<file path="src/rtl/freq_word_ctrl_pkg.sv">
// freq_word_ctrl_pkg: shared widths, step table, action encoding and harmonic multipliers
package freq_ctrl_pkg;
    localparam int WORD_W = 24;
    localparam int STEP_IDX_MAX = 5;
    localparam logic [WORD_W-1:0] STEP_TABLE [STEP_IDX_MAX+1] = '{
        24'd1, 24'd10, 24'd100, 24'd1000, 24'd10000, 24'd100000
    };
    typedef enum logic [1:0] {ACT_NONE, ACT_INC, ACT_DEC, ACT_PRESET} act_t;
    function automatic logic [WORD_W-1:0] mul3(input logic [WORD_W-1:0] b);
        return (b << 1) + b;
    endfunction
    function automatic logic [WORD_W-1:0] mul5(input logic [WORD_W-1:0] b);
        return (b << 2) + b;
    endfunction
endpackage

</file>
<file path="src/rtl/freq_word_ctrl_if.sv">
// freq_word_ctrl_if: key levels in, frequency words and status out
interface freq_word_ctrl_if;
    import freq_ctrl_pkg::*;
    logic k0, k1, k2, k3, k4, k5;
    logic [WORD_W-1:0] freq_1, freq_3, freq_5;
    logic [2:0] step_idx;
    logic harm_en;
    logic upd;
    modport master (
        output k0, k1, k2, k3, k4, k5,
        input freq_1, freq_3, freq_5, step_idx, harm_en, upd
    );
    modport slave (
        input k0, k1, k2, k3, k4, k5,
        output freq_1, freq_3, freq_5, step_idx, harm_en, upd
    );
endinterface

</file>
<file path="src/rtl/freq_word_ctrl_key_repeat.sv">
// key_repeat: fires on a key's rising edge, then after RPT_DLY cycles and every RPT_PER cycles while held
module key_repeat #(
    parameter int RPT_DLY = 25000000,
    parameter int RPT_PER = 5000000
) (
    input  logic clk,
    input  logic rst,
    input  logic lvl,
    input  logic prev,
    input  logic clr,
    output logic fire
);
    localparam int CW = $clog2(RPT_DLY + 1);
    logic [CW-1:0] cnt;
    logic hit;
    assign hit = cnt == CW'(RPT_DLY);
    assign fire = lvl & ~clr & (~prev | hit);
    // hold counter: starts at the edge, reloads so the next hit is RPT_PER cycles later
    always_ff @(posedge clk) begin
        if (rst || clr || !lvl)
            cnt <= '0;
        else if (!prev)
            cnt <= CW'(1);
        else if (hit)
            cnt <= CW'(RPT_DLY - RPT_PER + 1);
        else
            cnt <= cnt + 1'b1;
    end
endmodule

</file>
<file path="src/rtl/freq_word_ctrl.sv">
// freq_word_ctrl: keys to saturating base frequency word plus 3rd/5th harmonic words
module freq_word_ctrl
    import freq_ctrl_pkg::*;
#(
    parameter int F_DEFAULT = 1678,
    parameter int F_MIN     = 1,
    parameter int F_MAX     = 3355443,
    parameter int RPT_DLY   = 25000000,
    parameter int RPT_PER   = 5000000,
    parameter int STEP_DEF  = 2
) (
    input logic clk,
    input logic rst,
    freq_word_ctrl_if.slave bus
);
    logic [5:0] k, prev;
    logic [5:2] rise;
    logic both, fire_inc, fire_dec;
    act_t act;
    logic [WORD_W-1:0] base, base_nxt, step, inc_val, dec_val, f1, f3, f5, f3_n, f5_n;
    logic [WORD_W:0] sum, diff;
    logic [2:0] step_idx, idx_up, idx_nxt;
    logic harm_en, upd;

    assign k = {bus.k5, bus.k4, bus.k3, bus.k2, bus.k1, bus.k0};
    assign rise = k[5:2] & ~prev[5:2];
    assign both = k[0] & k[1];

    key_repeat #(.RPT_DLY(RPT_DLY), .RPT_PER(RPT_PER)) u_inc (
        .clk(clk), .rst(rst), .lvl(k[0]), .prev(prev[0]), .clr(both), .fire(fire_inc)
    );
    key_repeat #(.RPT_DLY(RPT_DLY), .RPT_PER(RPT_PER)) u_dec (
        .clk(clk), .rst(rst), .lvl(k[1]), .prev(prev[1]), .clr(both), .fire(fire_dec)
    );

    // next base word and step index; preset beats inc/dec, step moves use the old step
    always_comb begin
        act = rise[4] ? ACT_PRESET : fire_inc ? ACT_INC : fire_dec ? ACT_DEC : ACT_NONE;
        step = STEP_TABLE[step_idx];
        sum = {1'b0, base} + {1'b0, step};
        diff = {1'b0, base} - {1'b0, step};
        inc_val = (sum > (WORD_W+1)'(F_MAX)) ? WORD_W'(F_MAX) : sum[WORD_W-1:0];
        dec_val = (diff[WORD_W] || diff < (WORD_W+1)'(F_MIN)) ? WORD_W'(F_MIN) : diff[WORD_W-1:0];
        base_nxt = act == ACT_PRESET ? WORD_W'(F_DEFAULT) :
                   act == ACT_INC    ? inc_val :
                   act == ACT_DEC    ? dec_val : base;
        idx_up = (rise[2] && step_idx < 3'(STEP_IDX_MAX)) ? step_idx + 3'd1 : step_idx;
        idx_nxt = (rise[3] && idx_up != 3'd0) ? idx_up - 3'd1 : idx_up;
        f3_n = harm_en ? mul3(base) : '0;
        f5_n = harm_en ? mul5(base) : '0;
    end

    // stage 1: edge registers, base word, step index and harmonic enable
    always_ff @(posedge clk) begin
        if (rst) begin
            prev <= '0;
            base <= WORD_W'(F_DEFAULT);
            step_idx <= 3'(STEP_DEF);
            harm_en <= 1'b1;
        end else begin
            prev <= k;
            base <= base_nxt;
            step_idx <= idx_nxt;
            harm_en <= harm_en ^ rise[5];
        end
    end

    // stage 2: registered output words, strobe only when a word actually changes
    always_ff @(posedge clk) begin
        if (rst) begin
            f1 <= WORD_W'(F_DEFAULT);
            f3 <= mul3(WORD_W'(F_DEFAULT));
            f5 <= mul5(WORD_W'(F_DEFAULT));
            upd <= 1'b0;
        end else begin
            f1 <= base;
            f3 <= f3_n;
            f5 <= f5_n;
            upd <= {base, f3_n, f5_n} != {f1, f3, f5};
        end
    end

    assign bus.freq_1 = f1;
    assign bus.freq_3 = f3;
    assign bus.freq_5 = f5;
    assign bus.step_idx = step_idx;
    assign bus.harm_en = harm_en;
    assign bus.upd = upd;
endmodule
</file>
<file path="src/flat_wrapper.sv">
// flat-port wrapper written by rule: the top's interface ports become plain ports
module freq_word_ctrl_flat import freq_ctrl_pkg::*;
#(
    parameter int F_DEFAULT = 1678,
    parameter int F_MIN     = 1,
    parameter int F_MAX     = 3355443,
    parameter int RPT_DLY   = 25000000,
    parameter int RPT_PER   = 5000000,
    parameter int STEP_DEF  = 2
)
  (clk, rst, bus_k0, bus_k1, bus_k2, bus_k3, bus_k4, bus_k5, bus_freq_1, bus_freq_3, bus_freq_5, bus_step_idx, bus_harm_en, bus_upd);
  freq_word_ctrl_if bus_i ();
  input logic clk;
  input logic rst;
  input wire logic [$bits(bus_i.k0)-1:0] bus_k0;
  input wire logic [$bits(bus_i.k1)-1:0] bus_k1;
  input wire logic [$bits(bus_i.k2)-1:0] bus_k2;
  input wire logic [$bits(bus_i.k3)-1:0] bus_k3;
  input wire logic [$bits(bus_i.k4)-1:0] bus_k4;
  input wire logic [$bits(bus_i.k5)-1:0] bus_k5;
  output wire logic [$bits(bus_i.freq_1)-1:0] bus_freq_1;
  output wire logic [$bits(bus_i.freq_3)-1:0] bus_freq_3;
  output wire logic [$bits(bus_i.freq_5)-1:0] bus_freq_5;
  output wire logic [$bits(bus_i.step_idx)-1:0] bus_step_idx;
  output wire logic [$bits(bus_i.harm_en)-1:0] bus_harm_en;
  output wire logic [$bits(bus_i.upd)-1:0] bus_upd;
  assign bus_i.k0 = bus_k0;
  assign bus_i.k1 = bus_k1;
  assign bus_i.k2 = bus_k2;
  assign bus_i.k3 = bus_k3;
  assign bus_i.k4 = bus_k4;
  assign bus_i.k5 = bus_k5;
  assign bus_freq_1 = bus_i.freq_1;
  assign bus_freq_3 = bus_i.freq_3;
  assign bus_freq_5 = bus_i.freq_5;
  assign bus_step_idx = bus_i.step_idx;
  assign bus_harm_en = bus_i.harm_en;
  assign bus_upd = bus_i.upd;
  freq_word_ctrl #(.F_DEFAULT(F_DEFAULT), .F_MIN(F_MIN), .F_MAX(F_MAX), .RPT_DLY(RPT_DLY), .RPT_PER(RPT_PER), .STEP_DEF(STEP_DEF)) u_core (.clk(clk), .rst(rst), .bus(bus_i));
endmodule
</file>
<file path="config.mk">
export PLATFORM = sky130hd
export DESIGN_NAME = freq_word_ctrl_flat
export DESIGN_NICKNAME = d
export VERILOG_FILES = /design/src/rtl/freq_word_ctrl_pkg.sv /design/src/rtl/freq_word_ctrl_if.sv /design/src/rtl/freq_word_ctrl_key_repeat.sv /design/src/rtl/freq_word_ctrl.sv /design/src/flat_wrapper.sv
export SDC_FILE = /design/constraint.sdc
export NUM_CORES = 1
export LEC_CHECK = 0
export ABC_AREA = 1
export CAP_MARGIN = 10
export CORE_ASPECT_RATIO = 1.4
export CORE_MARGIN = 3
export CORE_UTILIZATION = 50
export CTS_BUF_LIST = sky130_fd_sc_hd__clkbuf_4
export CTS_CLUSTER_DIAMETER = 150
export DETAILED_ROUTE_END_ITERATION = 8
export MAX_ROUTING_LAYER = met4
export PLACE_DENSITY = 0.72
export SLEW_MARGIN = 20
export SYNTH_ARGS = -nofsm -noshare
export SYNTH_HDL_FRONTEND = slang
export SYNTH_SLANG_ARGS = --single-unit
</file>
<file path="constraint.sdc">
create_clock -name clk -period 3.3 [get_ports clk]
set_input_delay 0.66 -clock clk [delete_from_list [all_inputs] [get_ports clk]]
set_output_delay 0.66 -clock clk [all_outputs]
set_load 0.05 [all_outputs]
</file>
---- Word level (Yosys, flattened, before mapping) ----
Memory sizes are Yosys's and may differ from the RTL's.
Cells that the tools add are included.
operators by class
  $add $sub $neg .......................... 8
  order comparisons ....................... 4
  equality and inequality tests ........... 6
  muxes and demuxes ....................... 17
  bitwise operators ....................... 14
  reduce and logical (&&, ||, !) cells .... 15
operators with widths
  cell                                                       count
  two-way mux 24 bit                                         8
  != test 72 bit                                             1
  adder 25 x 1 -> 25 bit (second input constant)             2
  equality test 25 bit (second input constant)               2
  two-way mux 25 bit                                         2
  adder 24 bit                                               2
  adder 24 x 24 -> 25 bit                                    1
  > comparator 25 x 22 -> 1 bit (second input constant)      1
  < comparator 25 x 1 -> 1 bit (second input constant)       1
  subtractor 24 x 24 -> 25 bit                               1
  two-way mux 2 bit                                          3
  two-way mux 3 bit                                          2
  OR reduction 2 bit                                         3
  OR reduction 3 bit                                         2
  AND 1 bit                                                  5
  AND 4 bit                                                  1
  equality test 2 bit (second input constant)                2
  greater-or-equal comparator 4 bit (second input constant)  1
  logical OR 1 bit                                           4
  inverter 3 -> 4 bit                                        1
  inverter 4 bit                                             1
  adder 3 x 1 -> 3 bit (second input constant)               1
  < comparator 3 bit (second input constant)                 1
  inverter 1 bit                                             3
  9 further kinds                                            13
word-level totals
  register bits after elaboration ......... 157
  memory bits (read-only) ................. 192
  output and inout bits ................... 77
  word-level logic and storage cells ...... 79
  memories ................................ 1
memories
  name             depth  width  read ports  clocked after Yosys merged registers in  write ports  RTL line              RTL
  (no name shown)  8      24     1           0                                        0            freq_word_ctrl.sv:39  step = STEP_TABLE[step_idx];

---- Longest topological paths before layout ----
Gate-level depths: netlist of the first run.
  depth after elaboration ................. 10
  gate-level depth with buffers ........... 27

---- Cells and area by module ----
A second synthesis of the first run with hierarchy kept.
unflattened totals
  cells, all modules ...................... 2,334
  area, all modules ....................... 13,815.8 um^2
modules (own cells, without submodules)
  module          instances  cells each  area an instance (um^2)
  freq_word_ctrl  1          1,902       10,807.9
  key_repeat      2          216         1,503.9

---- Worst setup path before layout of the first run ----
OpenSTA, ideal clock, no wires.
  path kind ............................... reg-to-reg
  start ................................... reg u_core.step_idx[0] (netlist: u_core.bus.step_idx[0])
  end ..................................... reg u_core.base[2]
  arrival ................................. 3.253 ns
  required time ........................... 3.185 ns
  slack ................................... -0.068 ns
  stages on the path, launching flop included .. 28
  buffers on the path ..................... 1
  cells stage by stage .................... dfxtp_1 -> inv_1 -> ha_1 -> inv_1 -> nor2_1 -> ha_1 -> fa_1 -> nand2_1 -> nand2_1 -> nand3_2 -> nand2_1 -> nand2_1 -> nand2_1 -> nand2_1 -> nand2_1 -> nand2_1 -> nand2_1 -> nor2_1 -> nand2_1 -> nor2_1 -> nand2_2 -> nand2_4 -> nand2_4 -> buf_6 -> nand3_1 -> nand2_1 -> nand2_1 -> nand2_1
between the ends
  cells in the longest elaborated chain, start to end .. 10
RTL lines
  element                                                   RTL line              RTL
  start, declared                                           freq_word_ctrl.sv:22  logic [2:0] step_idx, idx_up, idx_nxt;
  start signal, assigned                                    freq_word_ctrl.sv:58  step_idx <= 3'(STEP_DEF);
  start signal, assigned                                    freq_word_ctrl.sv:63  step_idx <= idx_nxt;
  inverter 3 -> 4 bit (not written as such) *               freq_word_ctrl.sv:39
  memory read (8 x 24 bit) *                                n/a
  two-way mux 24 bit (not written as such) * (2 in series)  freq_word_ctrl.sv:39
  subtractor 24 x 24 -> 25 bit                              freq_word_ctrl.sv:41  diff = {1'b0, base} - {1'b0, step};
  < comparator 25 x 1 -> 1 bit                              freq_word_ctrl.sv:43  dec_val = (diff[WORD_W] || diff < (WORD_W+1)'(F_MIN)) ? WORD_W'(F_MIN) : diff[WORD_W-1:0];
  logical OR 1 bit                                          freq_word_ctrl.sv:43
  two-way mux 24 bit                                        freq_word_ctrl.sv:43
  two-way mux 24 bit                                        freq_word_ctrl.sv:46  act == ACT_DEC ? dec_val : base;
  two-way mux 24 bit *                                      freq_word_ctrl.sv:45  act == ACT_INC ? inc_val :
  end signal, assigned                                      freq_word_ctrl.sv:57  base <= WORD_W'(F_DEFAULT);
  end signal, assigned                                      freq_word_ctrl.sv:62  base <= base_nxt;
  end, declared                                             freq_word_ctrl.sv:20  logic [WORD_W-1:0] base, base_nxt, step, inc_val, dec_val, f1, f3, f5, f3_n, f5_n;
Mark *: on every way between the ends. The rest lies on a longest branch, timed or not. The select of a mux whose other input is x is not followed.
A chain may end at the register's enable or synchronous reset.

---- Worst setup path after layout of the first run ----
  start ................................... reg u_core.step_idx[1] (netlist: u_core.bus.step_idx[1])
  end ..................................... reg u_core.base[6]
Same word-level chain as after synthesis.

==> results of run 1 <==
==> layout make-up <==
cell class / count / area (um2) / area share [%]
Clock inverter: 15 / 185.2 / 1.089
Sequential cell: 156 / 3141 / 18.46
Tap cell: 324 / 405.4 / 2.383
Inverter: 330 / 1246 / 7.326
Antenna cell: 1 / 2.502 / 0.01471
Multi-Input combinational cell: 1705 / 9624 / 56.58
Clock buffer: 17 / 127.6 / 0.7502
Timing Repair Buffer: 269 / 2280 / 13.40
==> registers in the layout, indices dropped and copies added (netlist names) <==
name	flops
u_core.prev	6
u_core.bus.freq_1	24
u_core.bus.freq_5	24
u_core.bus.freq_3	23
u_core.u_inc.cnt	25
u_core.bus.upd	1
u_core.bus.step_idx	3
u_core.u_dec.cnt	25
u_core.base	24
u_core.bus.harm_en	1
==> critical path, cell delays in order (launching register included) <==
cell and delay (ns):
dfxtp_4 0.42, inv_4 0.06, buf_4 0.14, ha_1 0.18, nand2_2 0.10, inv_2 0.06
fa_2 0.37, buf_4 0.14, xor2_1 0.21, nand4_1 0.20, or2_2 0.39, nor3_2 0.12
nand4_1 0.14, buf_6 0.17, nand2_8 0.12, nand2_8 0.08, nor2_1 0.12, nor2_1 0.05
nor2_1 0.08
==> cell families after synthesis <==
| group | count (synthesis) |
|---|---|
| AND/OR/NAND/NOR | 1345 |
| buffers and inverters | 365 |
| AO/OA/AOI/OAI | 200 |
| flip-flops | 156 |
| adder cells (fa/ha/maj) | 98 |
| XOR/XNOR | 61 |
==> power by group through the flow <==
stage	clock network (mW)	logic, mW	registers (mW)
2_1_floorplan	0	2.85	2.53
3_3_place_gp	0	5.44	2.18
3_5_place_dp	0	5.45	2.19
4_1_cts	1.41	5.54	2.15
5_1_grt	1.49	6.81	2.18
6_report	1.39	6.27	2.17
==> through the flow <==
step                setup TNS, ns  cells  power (mW)  setup slack (ns)
global placement          -0.7618   2773       7.620          -0.09627
CTS                             0   2807       9.107          0.006522
finish                          0   2817       9.829           0.09035
global route              -0.5014   2817       10.48          -0.06913
detailed placement         -1.552   2773       7.641           -0.1374
floorplan                       0   2225       5.385           0.03162
==> worst min path at each step <==
stage	endpoint	slack, ns	startpoint	cells past startpoint
3_5_place_dp	u_core.u_inc.cnt[21]$_SDFF_PP0_	0.47	u_core.u_inc.cnt[21]$_SDFF_PP0_	2
5_1_grt	u_core.prev[4]$_SDFF_PP0_	0.28	rst	2
3_3_place_gp	u_core.u_inc.cnt[21]$_SDFF_PP0_	0.46	u_core.u_inc.cnt[21]$_SDFF_PP0_	2
2_1_floorplan	u_core.u_dec.cnt[24]$_SDFF_PP0_	0.45	u_core.u_dec.cnt[24]$_SDFF_PP0_	2
6_report	u_core.prev[4]$_SDFF_PP0_	0.27	rst	2
4_1_cts	u_core.prev[4]$_SDFF_PP0_	0.24	rst	2
==> synthesized netlist by cell type, types with 4 or more instances <==
| cell type | n | share of area [%] |
|---|---|---|
| nand2_1 | 676 | 19 |
| inv_1 | 319 | 9.0 |
| nor2_1 | 270 | 7.6 |
| nand3_1 | 168 | 6.3 |
| dfxtp_1 | 156 | 23 |
| a21oi_1 | 107 | 4.0 |
| ha_1 | 94 | 8.8 |
| nand4_1 | 90 | 4.2 |
| o21ai_0 | 64 | 2.4 |
| xnor2_1 | 35 | 2.3 |
| nor3_1 | 32 | 1.2 |
| xor2_1 | 26 | 1.7 |
| or2_2 | 24 | 1.1 |
| nand3b_1 | 18 | 1.0 |
| clkbuf_1 | 16 | 0.45 |
| nor2_2 | 13 | 0.61 |
| nor4_1 | 12 | 0.56 |
| inv_2 | 10 | 0.28 |
| nor3b_1 | 9 | 0.51 |
| o21bai_1 | 9 | 0.51 |
| a21oi_2 | 7 | 0.46 |
| nand2_2 | 7 | 0.33 |
| buf_1 | 6 | 0.17 |
| buf_4 | 6 | 0.34 |
| a31oi_1 | 5 | 0.23 |
| and2_1 | 4 | 0.19 |
| buf_2 | 4 | 0.15 |
| fa_1 | 4 | 0.60 |
| nand3_2 | 4 | 0.30 |
==> routing by layer <==
metal	up-vias	track usage [%]
met2	480	62.63
li1	7629	-
met4	0	24.91
met1	6959	36.21
met3	221	4.022
met5	-	-
==> timing repair <==
action                                  CTS  global route
setup buffers                             1             9
gates resized for setup                  30           212
pin swaps                                 6            58
cloned                                    1             0
endpoints found under the setup margin   24            25
==> impl_metrics.json, run 1 <==
{
  "status": "complete, no violations",
  "synth_compound_area_share_pct": 8.059,
  "cp.arrival_ns": 3.76,
  "max_slew_margin_pct": 48.56,
  "ys.warnings.count": 0,
  "pin_count": 85,
  "placementRows": 70,
  "synth_xor_area_share_pct": 4.011,
  "fin_crit_sh_pct": 97.26,
  "clk_path_buf_depth": 2,
  "synth.distinct_cells": 47,
  "dpl.hpwl_mm": 39.98,
  "drive_above_1_share_pct": 18.94,
  "cts_tree": "done",
  "die_w_um": 144.0,
  "synthCells": 2225,
  "gp_congestion": 1.031,
  "reg2reg_from": "u_core.bus.step_idx[1]$_SDFF_PP1_",
  "setup_viol": 0,
  "seqPwrFrac_pct": 22.1,
  "syn_nets": 2331,
  "reg2reg_depth": 18,
  "switching_share_pct": 48.51,
  "synth_edf_count": 0,
  "drt_iter0_markers": 924,
  "drt-total-wl_mm": 50.05,
  "wl_met2_mm": 25.03,
  "antenna_found_initial": 1,
  "async_flop_share_pct": 0,
  "first_pass_iters": 5,
  "cts_hold_buf": 0,
  "pwr-share-comb_pct": 63.8,
  "io_buffers": 84,
  "grt_pass1_wl_mm": 75.97,
  "wl_per_cell_um": 17.77,
  "utilization_pct": 64.96,
  "r2r_slack_ns": 0.09,
  "ir_drop_uv": 313.7,
  "pwr_density_cell_mw_per_mm2": 577.8,
  "p_switching_mw": 4.768,
  "synth_top_family_by_area": "simple AND/OR/NAND/NOR gates",
  "grt_pass1_vias": 14830,
  "pwr-share-clk_pct": 14.1,
  "final_common_cell": "nand2_1",
  "cap_violations": 0,
  "fin_crit_ns": 3.210,
  "synthAdderAreaFrac_pct": 9.430,
  "die_area_mm2": 0.02866,
  "required_ns": 3.85,
  "fin_skew_ns": 0.03563,
  "grt_start_max_net_pins": 63,
  "cts_sinks": 156,
  "crit_end": "u_core.base[6]$_SDFFE_PP0P_",
  "grt_overflow_total": 0,
  "initial_utilization_pct": 50.87,
  "postSynthAreaPerCell_um2": 5.987,
  "cp-startpoint": "u_core.bus.step_idx[1]$_SDFF_PP1_",
  "clk_pin_slew_ns": 0.16,
  "finalHoldViolations": 0,
  "start_kind": "register",
  "cts_buffers": 17,
  "yosys.area_share.simple_pct": 44.40,
  "ys_ff_latch": 156,
  "critical_path_class": "reg -> reg",
  "intPower_mw": 5.061,
  "num-fill-cells": 2482,
  "worstHoldPathType": "in -> reg",
  "wl_met1_mm": 18.50,
  "wl_met3_mm": 1.925,
  "final_cell_mix": "nand2_1 (616), inv_1 (300), nor2_1 (239), buf_4 (175), dfxtp_1 (148)",
  "tightest_slew_ns": 0.7707,
  "die_h_um": 199.1,
  "crit_path_max_fanout": 7,
  "route.detailed.drc": 0,
  "cts_root_buffer": "clkbuf_4",
  "max_freq_mhz": 311.6,
  "hold-worst-slack_ns": 0.2688,
  "synth_ff_type": "dfxtp_1",
  "vias": 15290,
  "area_growth_pct": 27.70,
  "fin_nets": 2585,
  "grt_usage_pct": 35.51,
  "netlist_area_mm2": 0.01332,
  "end_kind": "register",
  "synthMuxAreaShare_pct": 0,
  "clk_latency_ns": 0.64,
  "htree_levels": 4,
  "regToRegEndpoint": "u_core.base[6]$_SDFFE_PP0P_",
  "core_mm2": 0.02619,
  "drv_slew": 0,
  "ys_seq_area_share_pct": 23.44,
  "top_layer": "met4",
  "antenna_left": 0,
  "p_leak_nw": 8.151,
  "final_area_mm2": 0.01701,
  "vias_per_cell": 5.427,
  "placed_area_mm2": 0.01572
}
Power figures use the tool's default switching activity.
==> run 2: changes to the inputs <==
- ABC_AREA: 1 -> unset
==> run 2 against run 1 <==
Against the previous run:
- the flow now finishes with violations (setup timing)
- hold slack better by 0.13 ns
- routed wire length decreased by 4.8%
- worst setup slack worse by 0.75 ns
- critical path type unchanged
- critical endpoint is now u_core.base[7]$_SDFFE_PP1P_
==> impl_metrics.json, run 2 <==
{
  "placementRows": 68,
  "min-delay-start": "rst",
  "setup_ws_ns": -0.6601,
  "die_w_um": 140.5,
  "drt_iter0_markers": 1016,
  "area_growth_pct": 43.68,
  "cts_sinks": 156,
  "grt_pass1_wl_mm": 74.38,
  "setup_viol": 25,
  "final_cell_mix": "buf_4 (419), nor2_1 (162), dfxtp_1 (146), nand2_1 (92), a21oi_1 (88)",
  "status": "finished, violations left",
  "ys_ff_latch": 156,
  "max_freq_mhz": 252.5,
  "p_leak_nw": 7.643,
  "route.detailed.drc": 0,
  "clk_pin_slew_ns": 0.16,
  "final_common_cell": "buf_4",
  "vias_per_cell": 5.984,
  "grt_overflow_total": 0,
  "num-fill-cells": 1971,
  "yosys-top-cells-area": "dfxtp_1 (25%), ha_1 (9.3%), xnor2_1 (6.4%)",
  "cp-startpoint": "u_core.bus.step_idx[1]$_SDFF_PP1_",
  "pin_count": 85,
  "async_flop_share_pct": 0,
  "grt_usage_pct": 34.86,
  "ir_drop_uv": 531.2,
  "postSynthAreaPerCell_um2": 7.790,
  "grt_setup_unrepaired": "yes",
  "fin_crit_sh_pct": 120.0,
  "crit_path_max_fanout": 6,
  "htree_levels": 4,
  "fin_skew_ns": 0.02359,
  "utilization_pct": 73.46,
  "tightest_slew_ns": 0.6368,
  "yosysMostFrequentCell": "nor2_1",
  "clk_path_buf_depth": 2,
  "gp_congestion": 1.025,
  "synth_top_area_share_pct": 24.67,
  "required_ns": 3.80,
  "largest_registers": "u_core.u_dec.cnt: 25 flops, u_core.u_inc.cnt: 25 flops",
  "ys.warnings.count": 0,
  "end_kind": "register",
  "cts_buffers": 17,
  "ys_top_cells_by_count": "nor2_1 (164), dfxtp_1 (156), a21oi_1 (104), nand2_1 (99), ha_1 (94)",
  "start_kind": "register",
  "regToRegEndpoint": "u_core.base[7]$_SDFFE_PP1P_",
  "fin_nets": 2200,
  "pwr_density_cell_mw_per_mm2": 635.1,
  "fin_crit_ns": 3.960,
  "antenna_left": 0,
  "die_area_mm2": 0.02729,
  "cts_tree": "done",
  "worstHoldPathType": "in -> reg",
  "synth_edf_count": 0,
  "cp.arrival_ns": 4.46,
  "synth_ff_type": "dfxtp_1",
  "ys_seq_area_share_pct": 24.67,
  "core_mm2": 0.02476,
  "syn_nets": 1731,
  "cap_violations": 0,
  "drt-total-wl_mm": 47.65,
  "drv_slew": 0,
  "max_slew_margin_pct": 57.39,
  "grt_start_max_net_pins": 44,
  "min_to": "u_core.bus.freq_5[23]$_SDFF_PP0_",
  "clk_latency_ns": 0.61,
  "die_h_um": 194.3,
  "drive_above_1_share_pct": 31.13,
  "cts_root_buffer": "clkbuf_4",
  "wl_per_cell_um": 19.66,
  "critical_path_class": "reg -> reg",
  "initial_utilization_pct": 51.13,
  "reg2reg_from": "u_core.bus.step_idx[1]$_SDFF_PP1_",
  "antenna_found_initial": 1,
  "placed_area_mm2": 0.01687,
  "r2r_slack_ns": -0.66,
  "holdPathStages": 2,
  "synth_top_area_cell": "dfxtp_1",
  "violations": "setup timing",
  "dpl.hpwl_mm": 37.78,
  "first_pass_iters": 5,
  "final_area_mm2": 0.01819,
  "vias": 14510,
  "synthCells": 1625,
  "io_buffers": 84,
  "total_power_mw": 11.55,
  "netlist_area_mm2": 0.01266,
  "finalHoldViolations": 0,
  "reg2reg_depth": 20,
  "synth.distinct_cells": 91,
  "grt_pass1_vias": 14660
}
[run 2: cells by family after synthesis]
family                   count (synthesis)  synth area share, %
AO/OA/AOI/OAI                          435                23.60
XOR/XNOR                               149                10.43
adder cells (fa/ha/maj)                 98                9.924
buffers and inverters                  152                4.754
flip-flops                             156                24.67
multiplexers                            17                1.414
AND/OR/NAND/NOR                        618                25.21
[run 2: stage by stage]
step / TNS, ns / hold slack, ns / instances / worst slack, ns
floorplan: -6.923 / 0.4541 / 1625 / -0.5590
global placement: -16.32 / 0.4640 / 2366 / -0.8983
detailed placement: -16.76 / 0.4992 / 2366 / -0.9043
CTS: -10.95 / 0.3536 / 2405 / -0.6594
global route: -16.14 / 0.3748 / 2423 / -0.8583
finish: -12.20 / 0.4021 / 2424 / -0.6601
[run 2: cell type report]
cell class | count | area, um2 | area share [%]
multi-input combinational | 1317 | 9816 | 53.97
clock buffer | 17 | 127.6 | 0.7017
timing repair buffer | 524 | 4244 | 23.34
tap | 315 | 394.1 | 2.167
inverter | 78 | 305.3 | 1.679
antenna | 2 | 5.005 | 0.02752
clock inverter | 15 | 152.6 | 0.8393
sequential | 156 | 3143 | 17.28
[run 2: critical path, stage by stage (launching register included)]
cell,delay (ns)
dfxtp_4,0.38
inv_4,0.06
buf_4,0.10
buf_6,0.10
ha_4,0.13
nand2_4,0.05
buf_6,0.12
ha_1,0.30
nor2b_1,0.22
o31a_1,0.22
o21ai_1,0.09
buf_4,0.17
buf_4,0.15
a211oi_1,0.19
a22oi_1,0.14
or4b_4,0.56
nor4_4,0.20
a21oi_4,0.15
buf_6,0.16
a311oi_2,0.23
o32ai_1,0.11
[run 2: how the worst max path moves through the flow]
stage	end	slack, ns	cells after the start
finish	u_core.base[7]$_SDFFE_PP1P_	-0.66	20
global route	u_core.base[7]$_SDFFE_PP1P_	-0.86	20
CTS	u_core.base[12]$_SDFFE_PP0P_	-0.66	17
detailed placement	u_core.base[7]$_SDFFE_PP1P_	-0.90	17
global placement	u_core.base[3]$_SDFFE_PP1P_	-0.90	17
floorplan	u_core.base[7]$_SDFFE_PP1P_	-0.56	17
[run 2: per-layer routing]
| layer | track usage (%) | up-vias | wire, um |
|---|---|---|---|
| li1 | - | 6867 | - |
| met1 | 36.82 | 6871 | 17940 |
| met2 | 59.62 | 541 | 23680 |
| met3 | 4.244 | 226 | 2112 |
| met4 | 24.70 | 0 | 3910 |
| met5 | - | - | 0 |
[run 2: what timing repair did]
action / CTS / global route
endpoints found under the hold margin: 0 / 0
pin swaps: 41 / 57
hold buffers: 0 / 0
gates resized for setup: 103 / 70
endpoints found under the setup margin: 25 / 26
buffers inserted: 7 / 20
[run 2: report_power, final]
| group | switching [mW] | internal (mW) |
|---|---|---|
| Clock | 0.822 | 0.404 |
| Combinational | 4.23 | 3.86 |
| Sequential | 0.189 | 2.05 |
